==> config.mk <==
export PLATFORM = sky130hd
export DESIGN_NAME = latch_loader_flat
export DESIGN_NICKNAME = d
export VERILOG_FILES = /design/src/rtl/latch_loader_if.sv /design/src/rtl/latch_loader.sv /design/src/flat_wrapper.sv
export SDC_FILE = /design/constraint.sdc
export NUM_CORES = 1
export LEC_CHECK = 0
export CAP_MARGIN = 20
export CORE_UTILIZATION = 51
export DETAILED_ROUTE_END_ITERATION = 8
export PLACE_DENSITY = 0.75
export SLEW_MARGIN = 20
export SYNTH_ARGS = -nofsm -noshare
export SYNTH_HDL_FRONTEND = slang
export SYNTH_SLANG_ARGS = --single-unit
==> constraint.sdc <==
create_clock -name clk -period 1.66 [get_ports clk]
set_input_delay 0.415 -clock clk [delete_from_list [all_inputs] [get_ports clk]]
set_output_delay 0.415 -clock clk [all_outputs]
set_load 0.05 [all_outputs]
==> src/rtl/latch_loader_if.sv <==
// Serial-in / latch-bank-out bundle between a bit source and latch_loader.
interface latch_loader_if #(
  parameter int WIDTH = 8
);
  logic             sin;
  logic             sin_valid;
  logic             sin_ready;
  logic [WIDTH-1:0] d;
  logic             c;
  logic             busy;
  logic             done;

  modport master (
    output sin, sin_valid,
    input  sin_ready, d, c, busy, done
  );

  modport slave (
    input  sin, sin_valid,
    output sin_ready, d, c, busy, done
  );
endinterface

==> src/rtl/latch_loader.sv <==
// Shifts serial bits MSB first into a word, then drives a setup/strobe/hold
// sequence on C so a downstream D-latch bank captures the word cleanly.
module latch_loader #(
  parameter int WIDTH      = 8,
  parameter int SETUP_CYC  = 1,
  parameter int STROBE_CYC = 1,
  parameter int HOLD_CYC   = 1
) (
  input  logic            clk,
  input  logic            rst_n,
  latch_loader_if.slave   bus
);

  localparam int CW   = $clog2(WIDTH + 1);
  localparam int MAXP = (SETUP_CYC > STROBE_CYC) ?
                        ((SETUP_CYC > HOLD_CYC) ? SETUP_CYC : HOLD_CYC) :
                        ((STROBE_CYC > HOLD_CYC) ? STROBE_CYC : HOLD_CYC);
  localparam int PW   = (MAXP > 1) ? $clog2(MAXP) : 1;

  typedef enum logic [2:0] {IDLE, SHIFT, SETUP, STROBE, HOLD} state_t;

  state_t           state;
  logic [CW-1:0]    cnt;
  logic [WIDTH-1:0] shift_q;
  logic [WIDTH-1:0] d_q;
  logic [PW-1:0]    phase;
  logic             c_q;
  logic             done_q;

  logic             xfer;
  logic             last_bit;
  logic [WIDTH-1:0] shift_nx;

  assign bus.sin_ready = (state == IDLE) || (state == SHIFT);
  assign xfer          = bus.sin_valid && bus.sin_ready;
  assign last_bit      = (cnt == CW'(WIDTH - 1));
  // Truncating the concatenation keeps the low WIDTH bits, so WIDTH=1 needs no special case.
  assign shift_nx      = WIDTH'({shift_q, bus.sin});

  assign bus.d    = d_q;
  assign bus.c    = c_q;
  assign bus.busy = (state != IDLE);
  assign bus.done = done_q;

  always_ff @(posedge clk or negedge rst_n) begin
    if (!rst_n) begin
      state   <= IDLE;
      cnt     <= '0;
      shift_q <= '0;
      d_q     <= '0;
      phase   <= '0;
      c_q     <= 1'b0;
      done_q  <= 1'b0;
    end else begin
      done_q <= 1'b0;
      case (state)
        IDLE, SHIFT: begin
          if (xfer) begin
            shift_q <= shift_nx;
            if (last_bit) begin
              d_q   <= shift_nx;
              cnt   <= '0;
              phase <= '0;
              state <= SETUP;
            end else begin
              cnt   <= cnt + CW'(1);
              state <= SHIFT;
            end
          end
        end
        SETUP: begin
          if (phase == PW'(SETUP_CYC - 1)) begin
            phase <= '0;
            c_q   <= 1'b1;
            state <= STROBE;
          end else begin
            phase <= phase + PW'(1);
          end
        end
        STROBE: begin
          if (phase == PW'(STROBE_CYC - 1)) begin
            phase <= '0;
            c_q   <= 1'b0;
            state <= HOLD;
          end else begin
            phase <= phase + PW'(1);
          end
        end
        HOLD: begin
          if (phase == PW'(HOLD_CYC - 1)) begin
            phase  <= '0;
            done_q <= 1'b1;
            state  <= IDLE;
          end else begin
            phase <= phase + PW'(1);
          end
        end
        default: begin
          state <= IDLE;
          c_q   <= 1'b0;
        end
      endcase
    end
  end

endmodule

==> src/flat_wrapper.sv <==
// flat-port wrapper written by rule: the top's interface ports become plain ports
module latch_loader_flat 
#(
  parameter int WIDTH      = 8,
  parameter int SETUP_CYC  = 1,
  parameter int STROBE_CYC = 1,
  parameter int HOLD_CYC   = 1
)
  (clk, rst_n, bus_sin, bus_sin_valid, bus_sin_ready, bus_d, bus_c, bus_busy, bus_done);
  latch_loader_if #(.WIDTH(WIDTH)) bus_i ();
  input  logic clk;
  input  logic rst_n;
  input wire logic [$bits(bus_i.sin)-1:0] bus_sin;
  input wire logic [$bits(bus_i.sin_valid)-1:0] bus_sin_valid;
  output wire logic [$bits(bus_i.sin_ready)-1:0] bus_sin_ready;
  output wire logic [$bits(bus_i.d)-1:0] bus_d;
  output wire logic [$bits(bus_i.c)-1:0] bus_c;
  output wire logic [$bits(bus_i.busy)-1:0] bus_busy;
  output wire logic [$bits(bus_i.done)-1:0] bus_done;
  assign bus_i.sin = bus_sin;
  assign bus_i.sin_valid = bus_sin_valid;
  assign bus_sin_ready = bus_i.sin_ready;
  assign bus_d = bus_i.d;
  assign bus_c = bus_i.c;
  assign bus_busy = bus_i.busy;
  assign bus_done = bus_i.done;
  latch_loader #(.WIDTH(WIDTH), .SETUP_CYC(SETUP_CYC), .STROBE_CYC(STROBE_CYC), .HOLD_CYC(HOLD_CYC)) u_core (.clk(clk), .rst_n(rst_n), .bus(bus_i));
endmodule
==> results, run 1 <==
- The run finished, with violations left.
- The final reports fail on setup timing.
- Of the cells placed in the final design, the portion with a size suffix greater than 1 is 48.96%.
- The initial utilization of the core area, before any placement, comes to 56.60%.
- After global routing the overflow that remains totals 0.
- Counting I/O delays and the setup requirement, the final critical path takes 1.702 ns.
- The mapped cell area is 1020 sq um.
- After clock tree synthesis, the clock-pin slew on the worst setup and hold paths is 0.13 ns.
- The final setup violation count is 1.
- The height of the die is 46.72 microns.
- The number of storage elements in the synthesis netlist is 24.
- TritonCTS built the clock tree.
- The utilization after layout is 78.89%.
- The kind of cell adding the most delay to the critical path is flip-flops.
- The violation count after the first detailed-route iteration is 23.
- The count of H-tree levels built during CTS is 1.
- In this run the static leakage power is 0.6481 nW.
- The maximum frequency from static timing analysis is 0.5874 GHz.
- The die covers 2182 sq um.
- Counting both buffers and inverters, the worst setup path holds a total of 1.
- The floorplan step defined a core boundary enclosing 1802 sq um.
- Once placement finished, the instance area stood at 1316 sq um.
- The global-route usage over all layers is 20.82%.
- Timing analysis after detailed placement gives a worst setup slack of -0.2055 ns.
- The launching element type of the critical path is a flop.
- Setup repair after global routing could not meet its margin everywhere.
- The via count normalized by instance count is 5.132.
- The final critical path takes up 102.6% of the cycle.
- For this run, the number of Yosys warnings is 0.
- The primary flip-flop cell chosen by synthesis mapping is sky130_fd_sc_hd__dfrtp_1.
- The weighted congestion at the end of routability-driven global placement is 0.7259.
- Traced cell by cell, the critical path runs through or3_4, buf_6.
- The average cell area after synthesis is 14.36 sq um.
- 0 antenna diodes ended up in the layout.
- The first global-routing pass estimated 3001 microns of wire.
- The required time of the worst setup path is 1.24 ns.
- In this run the power density over the cells is 2296 nW/um^2.
- The count of nets left with antenna violations once routing finished came out at 0.
- The critical path class is reg2out.
- After legalization and detailed placement, the total HPWL measured 1146 microns.
- The number of cells produced by synthesis is 71.
- Port buffering added 15 buffers.
- Measured along the x axis, the die boundary spans 46.72 microns.
- The via count of the first global-routing pass came to 627.
- Counting flops with a built-in enable in the synthesized netlist gives 0.
- The detailed-route wire length per cell is 15.74 microns.
- For the pin with the worst max-slew slack, the measured transition is 0.2968 ns.
- The number of buffers added by the clock tree synthesis step is 3.
- The sequential area share after synthesis is 58.90%.
- The DRC violations left is 0.
- The element type at the critical path end is an output pin.
- Relative to the synthesized area, the layout overhead comes to 39.39%.
- Entering global routing, the biggest net connects 25 pins.
- The kind of path behind the tightest hold check is in2async.
- For this design the top-level I/O count stands at 16.
- Across the run, the number of max-cap violations was 0.
- The finished cells cover 1421 sq um.
- The share of synthesized registers carrying an async set or reset is 100.0%.
- The hold slack is 0.4329 ns.
- Counting along the longest clock path gives a buffer depth of 2.
- At the worst endpoint, the arrival time is 1.29 ns.
- In this run, distinct cell masters in the synthesized netlist total 24.
- The number of max-slew violations in the final report was 0.
- The final layout contains 102 nets.
- In this design, the stage delay of the slowest critical-path cell is 0.43 ns.
- The hold violation count in the final report was 0.
- For the worst-skew pair, the clock arrives at the later sink with an insertion delay of 0.32 ns.
- The clock root buffer is sky130_fd_sc_hd__clkbuf_4.
- The number of cell rows is 15.
- The number of clock sinks is 24.
- The number of antenna violations at the first check in global routing is 0.
- The count of vias placed by the detailed router is 621.
- The first detailed-routing pass ran for 4 iterations.
- The clock skew is 0.005928 ns.
- Setup slack on the critical path of the routed design comes to -0.04244 ns.
- The maximum net fanout on the critical path is 2.
- The slowest stage cell on the critical path is sky130_fd_sc_hd__dfrtp_2.
- The worst IR drop on VDD is 1308 uV.
- The routed wire length is 1904 microns.
- The post-synthesis net count is 76.
- The worst relative slew slack is 80.21%.
sequential cells by signal, indices dropped and copies added (netlist names):
| register | count |
|---|---|
| u_core.bus.d | 8 |
| u_core.state | 3 |
| u_core.cnt | 4 |
| u_core.bus.done | 1 |
| u_core.shift_q | 7 |
| u_core.bus.c | 1 |
cells in the final DEF (no fill, tap or decap), drive strengths merged, types with 2 or more instances in the layout:
master         Yosys  routed
mux2              17      17
dfrtp             24      24
nand2b             2       2
nor2               3       3
clkbuf             0       3
clkdlybuf4s50      0       3
inv                2       2
o21ai              2       2
nand2              4       4
buf                3      21
per-stage QoR:
step,setup TNS [ns],power [W],std cells
final,-0.04244,0.003263,121
after global routing,-0.09767,0.003430,121
after CTS,-0.03185,0.003217,120
after detailed placement,-2.874,0.002731,113
after global placement,-2.545,0.002671,113
after floorplan,0,0.002007,71
area by class of cell:
type	instances	area, sq um
Clock buffer	3	22.52
Timing Repair Buffer	24	332.8
Sequential cell	24	603.1
Tap cell	25	31.28
Inverter	2	7.507
Clock inverter	1	30.03
Multi-Input combinational cell	42	394.1
Fill cell	109	380.4
layer usage:
metal | up-vias | wire (microns) | GRT usage, %
li1 | 294 | - | -
met1 | 313 | 783 | 26.58
met3 | 2 | 58 | 3.922
met4 | 0 | 18 | 12.00
met2 | 12 | 1043 | 33.06
met5 | - | 0 | 0
cell families (layout without fill, tap and decap cells):
kind of cell / Yosys count / after routing / synth area share [%]
buf+inv: 5 / 30 / 3.681
xor+xnor: 1 / 1 / 0.8591
fa+ha+maj: 1 / 1 / 1.227
mux: 18 / 18 / 22.70
compound gates: 4 / 4 / 2.086
flops: 24 / 24 / 58.90
simple gates: 18 / 18 / 10.55
synth_stat cells (2+ instances only):
| library cell | instances | area [sq um] |
|---|---|---|
| sky130_fd_sc_hd__dfrtp_1 | 24 | 600.6 |
| sky130_fd_sc_hd__mux2_2 | 9 | 101.4 |
| sky130_fd_sc_hd__mux2_4 | 8 | 120.1 |
| sky130_fd_sc_hd__nand2_1 | 4 | 15.01 |
| sky130_fd_sc_hd__nor2_1 | 3 | 11.26 |
| sky130_fd_sc_hd__buf_6 | 2 | 22.52 |
| sky130_fd_sc_hd__inv_1 | 2 | 7.510 |
| sky130_fd_sc_hd__nand2b_1 | 2 | 12.51 |
| sky130_fd_sc_hd__o21ai_0 | 2 | 10.01 |
worst paths after layout:
path / depth (start not counted) / slack [ns] / to / from
worst min-delay path: 2 / 0.43 / u_core.state[0]$_DFFE_PN0P_ / rst_n
worst max register to register: 5 / 0.10 / u_core.bus.d[6]$_DFFE_PN0P_ / u_core.state[1]$_DFFE_PN0P_
max in group asynchronous: 2 / 0.99 / u_core.state[2]$_DFFE_PN0P_ / rst_n
worst min register to register: 1 / 0.52 / u_core.cnt[2]$_DFFE_PN0P_ / u_core.cnt[2]$_DFFE_PN0P_
min in group clk: 1 / 0.52 / u_core.cnt[2]$_DFFE_PN0P_ / u_core.cnt[2]$_DFFE_PN0P_
worst max-delay path: 2 / -0.04 / bus_busy / u_core.state[2]$_DFFE_PN0P_
where the power goes:
part	total (W)	internal, W	switching (W)
clock	0.000420	0.000244	0.000176
sequential	0.00110	0.000853	0.000248
combinational	0.00174	0.000927	0.000815
what timing repair did:
action                     CTS  global route
buffers inserted             3             1
gates resized for setup      5             2
pin swaps                    1             0
setup endpoints to repair    2             2
hold buffers                 0             0
No activity file was read; power rests on OpenSTA's default activity.
==> inputs of run 2 (changes only) <==
ABC_AREA = 1   (was default)
CORE_UTILIZATION = 40   (was 51)
PLACE_DENSITY = 0.61   (was 0.75)
==> results, run 2 <==
- The number of flip-flops in the largest register is 8 (unchanged).
- The number of buffers added by the clock tree synthesis step is 3 (unchanged).
- The worst IR drop on VDD is 1280 uV (-2.1%).
- The share of post-route cells with drive strength above 1 is 24.22% (-25 points).
- The max-cap violation count came to 0 (unchanged).
- The maximum frequency from static timing analysis was 0.6381 GHz (+8.6%).
- The total die area was 2768 sq um (+27%).
- The count of H-tree levels built during CTS is 1 (unchanged).
- The post-CTS clock slew at the launch and capture registers of the worst setup and hold paths is 0.13 ns (about the same).
- The insertion delay of the later-clocked pin in the worst-skew pair is 0.31 ns (about the same).
- Yosys attributes the largest share of cell area to sky130_fd_sc_hd__dfrtp_1 (59%), sky130_fd_sc_hd__nand2_1 (14%), sky130_fd_sc_hd__inv_1 (3.3%).
- The area fraction in compound gates after synthesis came to 7.570% (+5.5 points).
- The pre-CTS setup slack is 0.09013 ns (+0.2956 ns).
- The fraction of synthesized cell area in xor and xnor cells is 1.587% (+0.73 points).
- The effective utilization at floorplan is 44.20% (-12 points).
- The number of cell rows is 17 (+2).
- The worst relative slew slack was 80.25% (about the same).
- The number of buffers added to fix hold violations after cts is 0 (unchanged).
- The via count of the first global-routing pass is 703 (+12%).
- The portion of synthesized cell area occupied by the leading cell type was 58.61% (-0.29 points).
- Setup repair after global routing left no endpoint under its margin.
- The number of clock sinks was 24 (unchanged).
- The number of cells produced by synthesis is 107 (+51%).
- The sequential area share after synthesis is 58.61% (-0.29 points).
- The standby leakage power is 0.6844 nW (+5.6%).
- The number of storage elements in the synthesis netlist is 24 (unchanged).
- By area, the combinational part of the netlist is dominated by simple AND/OR/NAND/NOR gates.
- The overflow left after global routing was 0 (unchanged).
- The number of detailed-routing iterations run before antenna repair is 4 (unchanged).
- The utilization after layout is 58.34% (-21 points).
- The post-layout worst setup margin is 0.09273 ns (+0.1352 ns).
- The DRC violations left is 0 (unchanged).
- The mux share of post-synthesis cell area is 0% (-23 points).
- The clock skew was 0.01056 ns (+0.004631 ns).
- The count of vias placed by the detailed router is 740 (+19%).
- The commonest non-fill, non-tap cell in the layout is sky130_fd_sc_hd__nand2_1.
- The required time of the worst setup path was 1.24 ns (about the same).
- The areal power density over the cells was 1960 nW/um^2 (-15%).
- The remaining antenna violation count is 0 (unchanged).
- STA classifies the critical path endpoint as an output pin.
- The number of cells on the worst reg-to-reg path is 8 (+3).
- The slack of the worst reg-to-reg path is 0.25 ns (+0.15 ns).
- The worst register-to-register path ends at u_core.bus.d[4]$_DFFE_PN0P_.
- The start of the worst register-to-register path is u_core.state[1]$_DFFE_PN0P_.
- The floorplan core area is 2318 sq um (+29%).
- The slew at the pin closest to its max-slew limit is 0.2962 ns (-0.0005432 ns).
- The count of yosys warnings during synthesis is 0 (unchanged).
- The maximum buffer depth of the clock tree is 2 (unchanged).
- The clock tree from TritonCTS is done.
- The number of top-level pins is 16 (unchanged).
- The share of synthesized registers carrying an async set or reset was 100.0% (unchanged).
- The final setup violation count came to 0 (-1).
- The via count normalized by instance count is 4.744 (-7.6%).
- The hold violation count in the final report is 0 (unchanged).
- The filler cell count in the final layout is 201 (+84%).
- The final period demand of the worst path came to 1.567 ns (-0.1352 ns).
- The number of synthesized flops with an enable pin is 0 (unchanged).
- The height of the die is 52.62 microns (+13%).
- The routed wire length is 1700 microns (-11%).
- The tree is rooted in a sky130_fd_sc_hd__clkbuf_4.
- The post-synthesis net count is 112 (+47%).
- The maximum net fanout on the critical path is 3 (+1).
- The buffers inserted during post-CTS setup optimization is 2 (-1).
- The arithmetic-cell share of the synthesized area counting full adders, half adders and majority gates came to 1.221% (-0.0060 points).
- The violation count after the first detailed-route iteration is 14 (-39%).
- The count of antenna diodes in the layout came to 0 (unchanged).
- The number of antenna violations at the first check in global routing is 0 (unchanged).
- The number of max-slew violations in the final report is 0 (unchanged).
- The launching element type of the critical path is a flop.
- The hold slack came to 0.4405 ns (+0.007575 ns).
- The count of nets after finishing is 134 (+31%).
- The global-route usage over all layers is 15.55% (-5.3 points).
- The chip width came to 52.62 microns (+13%).
- The maximum number of pins on one net before global-route repair is 25 (unchanged).
- The average cell area after synthesis is 9.577 sq um (-33%).
- The first-pass GRT wire length is 3098 microns (+3.2%).
- The signal arrival time at the worst endpoint is 1.15 ns (-0.14 ns).
- The detailed-route wire length per cell is 10.90 microns (-31%).
- The count of different cell masters after synthesis was 21 (-13%).
- The final cycle utilization of the critical path is 94.41% (-8.1 points).
- The weighted congestion at the end of routability-driven global placement is 0.7545 (+3.9%).
- The detailed placer's ending HPWL came to 1218 microns (+6.3%).
- The kind of path behind the tightest hold check is in2async.
- Leaving out fill and tap cells, the most frequent cells in the layout are sky130_fd_sc_hd__nand2_1 (39), sky130_fd_sc_hd__dfrtp_1 (24), sky130_fd_sc_hd__inv_1 (9), sky130_fd_sc_hd__buf_12 (9), sky130_fd_sc_hd__buf_4 (8).
- The run finished with clean final reports.
- The total of buffers placed on input and output ports was 15 (unchanged).
- The count of instances resized after the clock tree is built was 0 (-5).
- For this run, the leading register cell type out of synthesis is sky130_fd_sc_hd__dfrtp_1.
- The mapped cell area is 1025 sq um (+0.49%).
- The simple-gate share of the synthesized area is 23.69% (+13 points).
- The dominant cell by count in the synthesized netlist is sky130_fd_sc_hd__nand2_1.
- The critical path class is reg2out.
- The library cell occupying the most area in the post-synthesis netlist is sky130_fd_sc_hd__dfrtp_1.
- Ranked by instance count, the synthesized netlist is headed by sky130_fd_sc_hd__nand2_1 (39), sky130_fd_sc_hd__dfrtp_1 (24), sky130_fd_sc_hd__inv_1 (9).
- The setup TNS after final layout came to 0 ns (+0.04244 ns).
- The area growth from synthesis to layout is 31.99%.
-- run 2: how the worst max path moves through the flow --
stage / startpoint / endpoint / cells past startpoint
global placement: bus_sin_valid / u_core.bus.d[4]$_DFFE_PN0P_ / 6
CTS: u_core.state[2]$_DFFE_PN0P_ / bus_busy / 3
finish: u_core.state[2]$_DFFE_PN0P_ / bus_busy / 3
detailed placement: bus_sin_valid / u_core.bus.d[2]$_DFFE_PN0P_ / 6
floorplan: u_core.state[1]$_DFFE_PN0P_ / bus_busy / 2
global route: u_core.state[2]$_DFFE_PN0P_ / bus_busy / 3
-- run 2: cell families (layout without fill, tap and decap cells) --
family	count (synthesis)	in the layout
simple gates	54	54
compound gates	12	12
flops	24	24
fa+ha+maj	1	1
buf+inv	15	36
xor+xnor	1	1
-- run 2: power breakdown --
part / internal, W / leakage [nW] / switching [W] / total [W]
Combinational: 0.000532 / 0.347 / 0.000694 / 0.00123
Sequential: 0.000807 / 0.309 / 0.000207 / 0.00101
Clock: 0.000244 / 0.0279 / 0.000168 / 0.000412
Total: 0.00158 / 0.684 / 0.00107 / 0.00265
-- run 2: layout make-up --
cell class                 count  area (sq um)  area share (%)
tap                           28         35.03           2.590
multi-input combinational     68         349.1           25.81
clock buffer                   3         22.52           1.665
clock inverter                 1         30.03           2.220
sequential                    24         600.6           44.40
inverter                      12         45.04           3.330
timing repair buffer          20         270.3           19.98
-- run 2: layer usage --
layer	global-route usage [%]	wire [microns]	vias up	part of all wire (%)
met5	0	0	-	0
met4	2.632	14	0	0.82
met3	5.217	65	2	3.8
met2	23.21	741	14	44
met1	22.06	879	339	52
li1	-	-	385	-
-- run 2: through the flow --
stage	cells	area, sq um	power (W)
2_1_floorplan	107	1025	0.001725
3_3_place_gp	150	1272	0.002199
3_5_place_dp	150	1272	0.002216
4_1_cts	156	1353	0.002680
5_1_grt	156	1353	0.002837
6_report	156	1353	0.002652
-- run 2: worst max-delay path, stage by stage, from the launching register on --
cell and delay (ns):
sky130_fd_sc_hd__dfrtp_1 0.44, sky130_fd_sc_hd__nor2_4 0.15, sky130_fd_sc_hd__nand2_1 0.06, sky130_fd_sc_hd__buf_4 0.18
==> inputs of run 3 (changes only) <==
SLEW_MARGIN = 0   (was 20)
==> results of run 3 <==
Final layout, timing and power as in run 2 (identical DEF).
